`src/rtl/branch_unit.sv`:
```
// RV32I conditional-branch resolution for the execute stage.
// Gives a combinational taken flag, plus a one-cycle registered copy of the
// decision, the branch target and the illegal-funct3 flag for redirect logic.
module branch_unit #(
  parameter int unsigned XLEN          = 32,
  parameter logic [4:0]  BRANCH_OPCODE = 5'b11000
) (
  input  logic            clk,
  input  logic            rst_n,
  input  logic [4:0]      opcode_6_to_2_in,
  input  logic [2:0]      funct3_in,
  input  logic [XLEN-1:0] rs1_in,
  input  logic [XLEN-1:0] rs2_in,
  input  logic [XLEN-1:0] pc_in,
  input  logic [XLEN-1:0] imm_in,
  input  logic            valid_in,
  output logic            branch_taken_out,
  output logic            branch_taken_q,
  output logic [XLEN-1:0] target_q,
  output logic            illegal_funct3_q,
  output logic            valid_q
);

  localparam logic [2:0] F3_BEQ  = 3'b000;
  localparam logic [2:0] F3_BNE  = 3'b001;
  localparam logic [2:0] F3_BLT  = 3'b100;
  localparam logic [2:0] F3_BGE  = 3'b101;
  localparam logic [2:0] F3_BLTU = 3'b110;
  localparam logic [2:0] F3_BGEU = 3'b111;

  logic            is_branch;
  logic            is_illegal;
  logic            eq;
  logic            lt_s;
  logic            lt_u;
  logic [XLEN-1:0] target;

  // Operand compare and opcode/funct3 decode; unused funct3 codes resolve to not-taken.
  always_comb begin
    is_branch        = (opcode_6_to_2_in == BRANCH_OPCODE);
    eq               = (rs1_in == rs2_in);
    lt_s             = ($signed(rs1_in) < $signed(rs2_in));
    lt_u             = (rs1_in < rs2_in);
    is_illegal       = is_branch && (funct3_in[2:1] == 2'b01);
    branch_taken_out = 1'b0;
    if (is_branch) begin
      case (funct3_in)
        F3_BEQ:  branch_taken_out = eq;
        F3_BNE:  branch_taken_out = !eq;
        F3_BLT:  branch_taken_out = lt_s;
        F3_BGE:  branch_taken_out = !lt_s;
        F3_BLTU: branch_taken_out = lt_u;
        F3_BGEU: branch_taken_out = !lt_u;
        default: branch_taken_out = 1'b0;
      endcase
    end
  end

  // Target wraps modulo 2^XLEN.
  assign target = pc_in + imm_in;

  // Registered result stage; target holds across invalid cycles.
  always_ff @(posedge clk or negedge rst_n) begin
    if (!rst_n) begin
      valid_q          <= 1'b0;
      branch_taken_q   <= 1'b0;
      illegal_funct3_q <= 1'b0;
      target_q         <= '0;
    end else begin
      valid_q          <= valid_in;
      branch_taken_q   <= valid_in & branch_taken_out;
      illegal_funct3_q <= valid_in & is_illegal;
      if (valid_in) begin
        target_q <= target;
      end
    end
  end

endmodule

```
`config.mk`:
```
export PLATFORM = sky130hd
export DESIGN_NAME = branch_unit
export DESIGN_NICKNAME = d
export VERILOG_FILES = /design/src/rtl/branch_unit.sv
export SDC_FILE = /design/constraint.sdc
export NUM_CORES = 1
export LEC_CHECK = 0
export CAP_MARGIN = 20
export CELL_PAD_IN_SITES_DETAIL_PLACEMENT = 1
export CELL_PAD_IN_SITES_GLOBAL_PLACEMENT = 1
export CORE_MARGIN = 4
export CORE_UTILIZATION = 34
export DETAILED_ROUTE_END_ITERATION = 8
export GPL_ROUTABILITY_DRIVEN = 0
export HOLD_SLACK_MARGIN = 0.15
export PLACE_DENSITY_LB_ADDON = 0.1
export SKIP_LAST_GASP = 1
export SYNTH_ARGS = -nofsm -noshare
export SYNTH_HDL_FRONTEND = slang
export SYNTH_SLANG_ARGS = --single-unit
```
`constraint.sdc`:
```
create_clock -name clk -period 8.4 [get_ports clk]
set_input_delay 1.68 -clock clk [delete_from_list [all_inputs] [get_ports clk]]
set_output_delay 1.68 -clock clk [all_outputs]
set_load 0.01 [all_outputs]
```
* Word level (Yosys, flattened, before mapping)
Cells that the tools add are included.
** Word-level totals
- Word-level logic and storage cells :: 24
- Input port bits :: 139
- Register bits after elaboration :: 35
- Output and inout port bits :: 36
** Operators by class
- Mux-type cells :: 2
- Add/subtract/negate cells :: 1
- Bitwise operators :: 2
- Reduce and logical (&&, ||, !) cells :: 5
- Equality and inequality tests :: 8
- $lt $le $gt $ge :: 2
** Operators by type and width (number)
- 32-bit less-than comparator :: 2
- 32-bit adder :: 1
- 32-bit equality test :: 1
- 3-bit equality test (second input constant) :: 4
- 1-bit one-hot mux with 6 select lines :: 1
- 5-bit equality test (second input constant) :: 1
- 3-bit by 1-bit equality test with 1-bit output (second input constant) :: 1
- 1-bit logical NOT :: 3
- 3-bit logical NOT :: 1
- 1-bit AND :: 2
- 2-bit by 1-bit equality test with 1-bit output (second input constant) :: 1
- 1-bit logical AND :: 1
- 1-bit two-way mux :: 1

* Depth between registers and ports, before layout
- Word-level depth :: 5
- Mapped depth :: 11
- Mapped depth without buffers :: 11

* Worst setup path after synthesis
Ideal clock, no wire load.
- Kind :: in2out
- Start point :: in rs2_in[9]
- End point :: out branch_taken_out
- Data arrival time :: 3.537 ns
- Data required time :: 6.720 ns
- Cell stages on the path :: 10
- Buffers on the path :: 0
- Path slack :: 3.183 ns
- Cell sequence :: inv_1 ha_1 a21o_1 a21o_1 a221oi_1 o211ai_1 a2111oi_0 or4_1 a31oi_1 nor2b_1
** Between the ends
- Longest elaborated chain between the ends :: 4
- Elaborated cells on any way between the ends :: 8
- Those cells by class :: order compare: 2; eq/ne: 1; mux: 2; reduce/logical: 3
** Ends and longest elaborated chain
- from (decl) :: RTL line 13 : input logic [XLEN-1:0] rs2_in,
- 32-bit less-than comparator (tied with other cells) :: RTL line 43 : lt_u = (rs1_in < rs2_in);
- 1-bit logical NOT, on equally long branches :: RTL line 53, 49, 51
- 1-bit one-hot mux with 6 select lines (*) :: RTL line 47 : case (funct3_in)
- 1-bit two-way mux (*) :: RTL line 46 : if (is_branch) begin
- to (decl) :: RTL line 17 : output logic branch_taken_out,
Every way passes the cells marked *; elsewhere a longest branch is shown, timed or not.

* Worst setup path after layout
- Start point :: in rs2_in[7]
- End point :: out branch_taken_out
Same word-level chain as after synthesis.

==> implementation parameters <==
Parameter                              Value

Pwr
  Gate power share ... 48.2%
  Net switching power ... 0.000262 W
  Standby leakage power ... between 2 and 3 nW
  P per Cell Area ... 131 nW/um^2
  Int Pwr ... 0.000524 W
  Switching share of power ... 33.4%
  Max VDD drop ... between 0.06 and 0.07 mV
  Flop pwr share ... 28.3%
  Clock power share ... a little under a quarter

Synth
  Area of the mapped netlist ... 4040 um^2
  Count of cell types in the netlist ... 70
  Post-synth ARST share ... 100%
  Sequential-to-total area share from yosys stat ... about 22%
  Primary flip-flop cell chosen by synthesis mapping ... sky130_fd_sc_hd__dfrtp_1
  Net count after synthesis ... 671
  Post-synth top area cell ... sky130_fd_sc_hd__dfrtp_1
  Most frequent cell after synthesis ... sky130_fd_sc_hd__ha_1
  Number of synthesized flops with an enable pin ... 0
  Share of Yosys cell area claimed by the top area cell type ... 21.7%
  Register bit count reported by yosys ... 35
  Synthesized area per cell ... ~8.6 um^2
  Total of warnings raised by yosys ... 0
  Post-Syn Instances ... 468
  Cells taking the most area after synthesis ... sky130_fd_sc_hd__dfrtp_1 (22%), sky130_fd_sc_hd__ha_1 (20%), sky130_fd_sc_hd__mux2_2 (4.2%), sky130_fd_sc_hd__nand2_1 (4.2%), sky130_fd_sc_hd__inv_1 (4.1%)
  Cell types with the highest counts after synthesis ... sky130_fd_sc_hd__ha_1 (63), sky130_fd_sc_hd__nand2_1 (45), sky130_fd_sc_hd__inv_1 (44)

Critical path
  Category of the most critical setup path ... in -> out
  Crit Path Max Fanout ... 3
  Data required time at the worst endpoint ... 6.72 ns
  Worst-case reg-to-reg path depth ... 2
  Capturing element type of the critical path ... output port
  Signal arrival time at the worst endpoint ... 4.85 ns
  Startpoint class of the critical path ... input port

Routing
  DR WL/cell ... 16.7 um
  Met1 layer wirelength in the final routing ... 5400 um
  1st-pass router iterations ... 4
  Via-per-instance ratio ... roughly 5.4
  Wire length after detailed routing ... 13,000 um
  Post-DRT Antenna Nets ... 0
  DR WL met3 ... 609 um
  DR WL met2 ... just under 7000 um
  Total DRC errors in the routed layout ... 0
  Routed via count ... about 4,200
  1st-iter DRT viols ... 88
  DR top layer ... met4

Clock tree
  Number of buffers added to fix hold violations after cts ... 0
  Clock H-tree levels ... 2
  # clock sinks ... 35
  Cells resized by post-CTS repair ... 0
  Root buffer selected by CTS ... sky130_fd_sc_hd__clkbuf_16
  TritonCTS buffer count ... 5
  Clock Latency Late Sink ... 0.28 ns
  Number of buffers inserted by post-CTS setup repair ... 0
  Worst-path clk slew ... 0.05 ns
  CTS tree ... yes
  Maximum number of buffers from clock root to sink ... 2

Hold path
  Hold WC Path Type ... reg -> reg
  Number of cells on the worst hold path ... 1

Timing
  Fin Setup TNS ... 0 ns
  Setup repair after global routing missed its margin ... no
  Total count of hold-check failures in the final report ... 0
  Highest clock rate ... 153 MHz
  Worst rel slew slack ... 42.7%
  Final worst-path cycle share ... 77.7%
  Hold Worst Slack ... about 0.48 ns
  Least-Margin Pin Slew ... 0.855 ns
  Max-slew violations ... 0
  Maximum clock skew at final layout ... 0 ns
  Finish-stage setup viols ... 0
  Shortest period the worst path allows ... between 6 and 7 ns

Final layout
  Post-synthesis to final-layout area growth ... 48.5%
  Fraction of final layout cells sized beyond drive strength 1 ... 7.11%
  Nets ... between 800 and 900
  Antenna diode count ... 0

Floorplan
  Std cell rows ... 39
  Die area ... 13,700 um^2
  Vertical die dimension ... about 120 um
  Top-level port count ... between 150 and 200
  Horizontal die dimension ... about 120 um
  Core area ... 11,500 um^2
  Starting Density ... 35.1%

GRT
  Global-route wire length before repair ... 20,800 um
  Leftover overflow at the end of global routing ... 0
  All-Layer GR Usage ... 19.1%
  Number of antenna violations at the first check in global routing ... 0
  Number of global-route vias before repair ... approximately 4,400
  Pin count of the biggest net entering global routing ... 39

Run status
  Outcome ... finished, final reports clean

Placed design
  Buffers added on ports ... 174
  Final HPWL from detailed placement ... 10,900 um

Job
  Maximum Capacitance Violations ... 0
## metrics by stage
stage / total power, W / util [%] / setup WS (ns) / instance area, um^2 / cells
final: 0.000787 / 52.1 / 1.87 / 6000 / 776
after floorplan: 0.000422 / - / 3.18 / 4040 / 468
after CTS: 0.000799 / 52.1 / 1.83 / 6000 / 776
after global placement: 0.000597 / 50.9 / 2.05 / 5860 / 768
after global routing: 0.000844 / 52.1 / 1.55 / 6000 / 776
after detailed placement: 0.000607 / 50.9 / 1.85 / 5860 / 768
## worst paths after layout
kind	from	slack, ns	end
max reg2reg	target_q[19]	7.39	target_q[19]
max in group asynchronous	rst_n	6.35	valid_q
min reg2reg	target_q[14]	0.48	target_q[14]
min	target_q[14]	0.48	target_q[14]
max	rs2_in[7]	1.87	branch_taken_out
min in group asynchronous	rst_n	1.50	target_q[7]
## per-layer routing
metal	global-route usage, %	vias up
li1	-	2048
met1	22.0	2005
met2	36.1	93
met3	3.91	14
met4	4.43	0
met5	0	-
## power by group through the flow
stage / Combinational (W) / Clock, W / Sequential, W
after floorplan: 0.000183 / 0 / 0.000239
after global placement: 0.000372 / 0 / 0.000225
after detailed placement: 0.000382 / 0 / 0.000226
after CTS: 0.000384 / 0.000192 / 0.000223
after global routing: 0.000418 / 0.000198 / 0.000227
final: 0.000379 / 0.000185 / 0.000222
## sequential cells by signal, indices dropped and copies added (netlist names)
register / cells
target_q: 32
branch_taken_q: 1
illegal_funct3_q: 1
valid_q: 1
## worst max-delay path, stage by stage
cell                              delay [ns]
sky130_fd_sc_hd__clkdlybuf4s50_1        0.46
sky130_fd_sc_hd__inv_1                  0.04
sky130_fd_sc_hd__ha_1                   0.31
sky130_fd_sc_hd__a21oi_1                0.16
sky130_fd_sc_hd__o21ai_0                0.12
sky130_fd_sc_hd__a221oi_1               0.34
sky130_fd_sc_hd__o211ai_1               0.13
sky130_fd_sc_hd__a2111oi_0              0.59
sky130_fd_sc_hd__or4_1                  0.23
sky130_fd_sc_hd__a31oi_1                0.11
sky130_fd_sc_hd__nor2b_1                0.13
sky130_fd_sc_hd__clkdlybuf4s50_1        0.56
## area by class of cell
class | instances | area (um^2)
tap | 143 | 179
fill | 1371 | 5520
clock buffer | 7 | 133
inverter | 45 | 169
clock inverter | 1 | 5.00
sequential | 35 | 876
timing repair buffer | 174 | 1730
multi-input combinational | 371 | 2910
## cell families (layout without fill, tap and decap cells)
kind of cell | Yosys count | count (layout) | synth area share [%]
mux | 19 | 19 | 5.30
buf+inv | 62 | 227 | 6.41
flops | 35 | 35 | 21.7
xor+xnor | 17 | 17 | 3.69
compound gates | 131 | 131 | 25.8
fa+ha+maj | 64 | 64 | 20.0
simple gates | 140 | 140 | 17.1
## layout by cell type (no fill, tap or decap), types with 5 or more instances in the layout
master and n:
sky130_fd_sc_hd__clkdlybuf4s50_1 172, sky130_fd_sc_hd__ha_1 63, sky130_fd_sc_hd__nand2_1 45, sky130_fd_sc_hd__inv_1 44
sky130_fd_sc_hd__dfrtp_1 35, sky130_fd_sc_hd__a21oi_1 30, sky130_fd_sc_hd__nor2_1 28, sky130_fd_sc_hd__a21o_1 17
sky130_fd_sc_hd__o21ai_0 15, sky130_fd_sc_hd__mux2_2 15, sky130_fd_sc_hd__nand4_1 14, sky130_fd_sc_hd__nor3_1 13
sky130_fd_sc_hd__xnor2_1 12, sky130_fd_sc_hd__nand3_1 9, sky130_fd_sc_hd__o21a_1 9, sky130_fd_sc_hd__o31ai_1 7
sky130_fd_sc_hd__nor2b_1 5, sky130_fd_sc_hd__xor2_1 5, sky130_fd_sc_hd__clkbuf_16 5
Note: power is estimated with default switching activity, not from simulation.
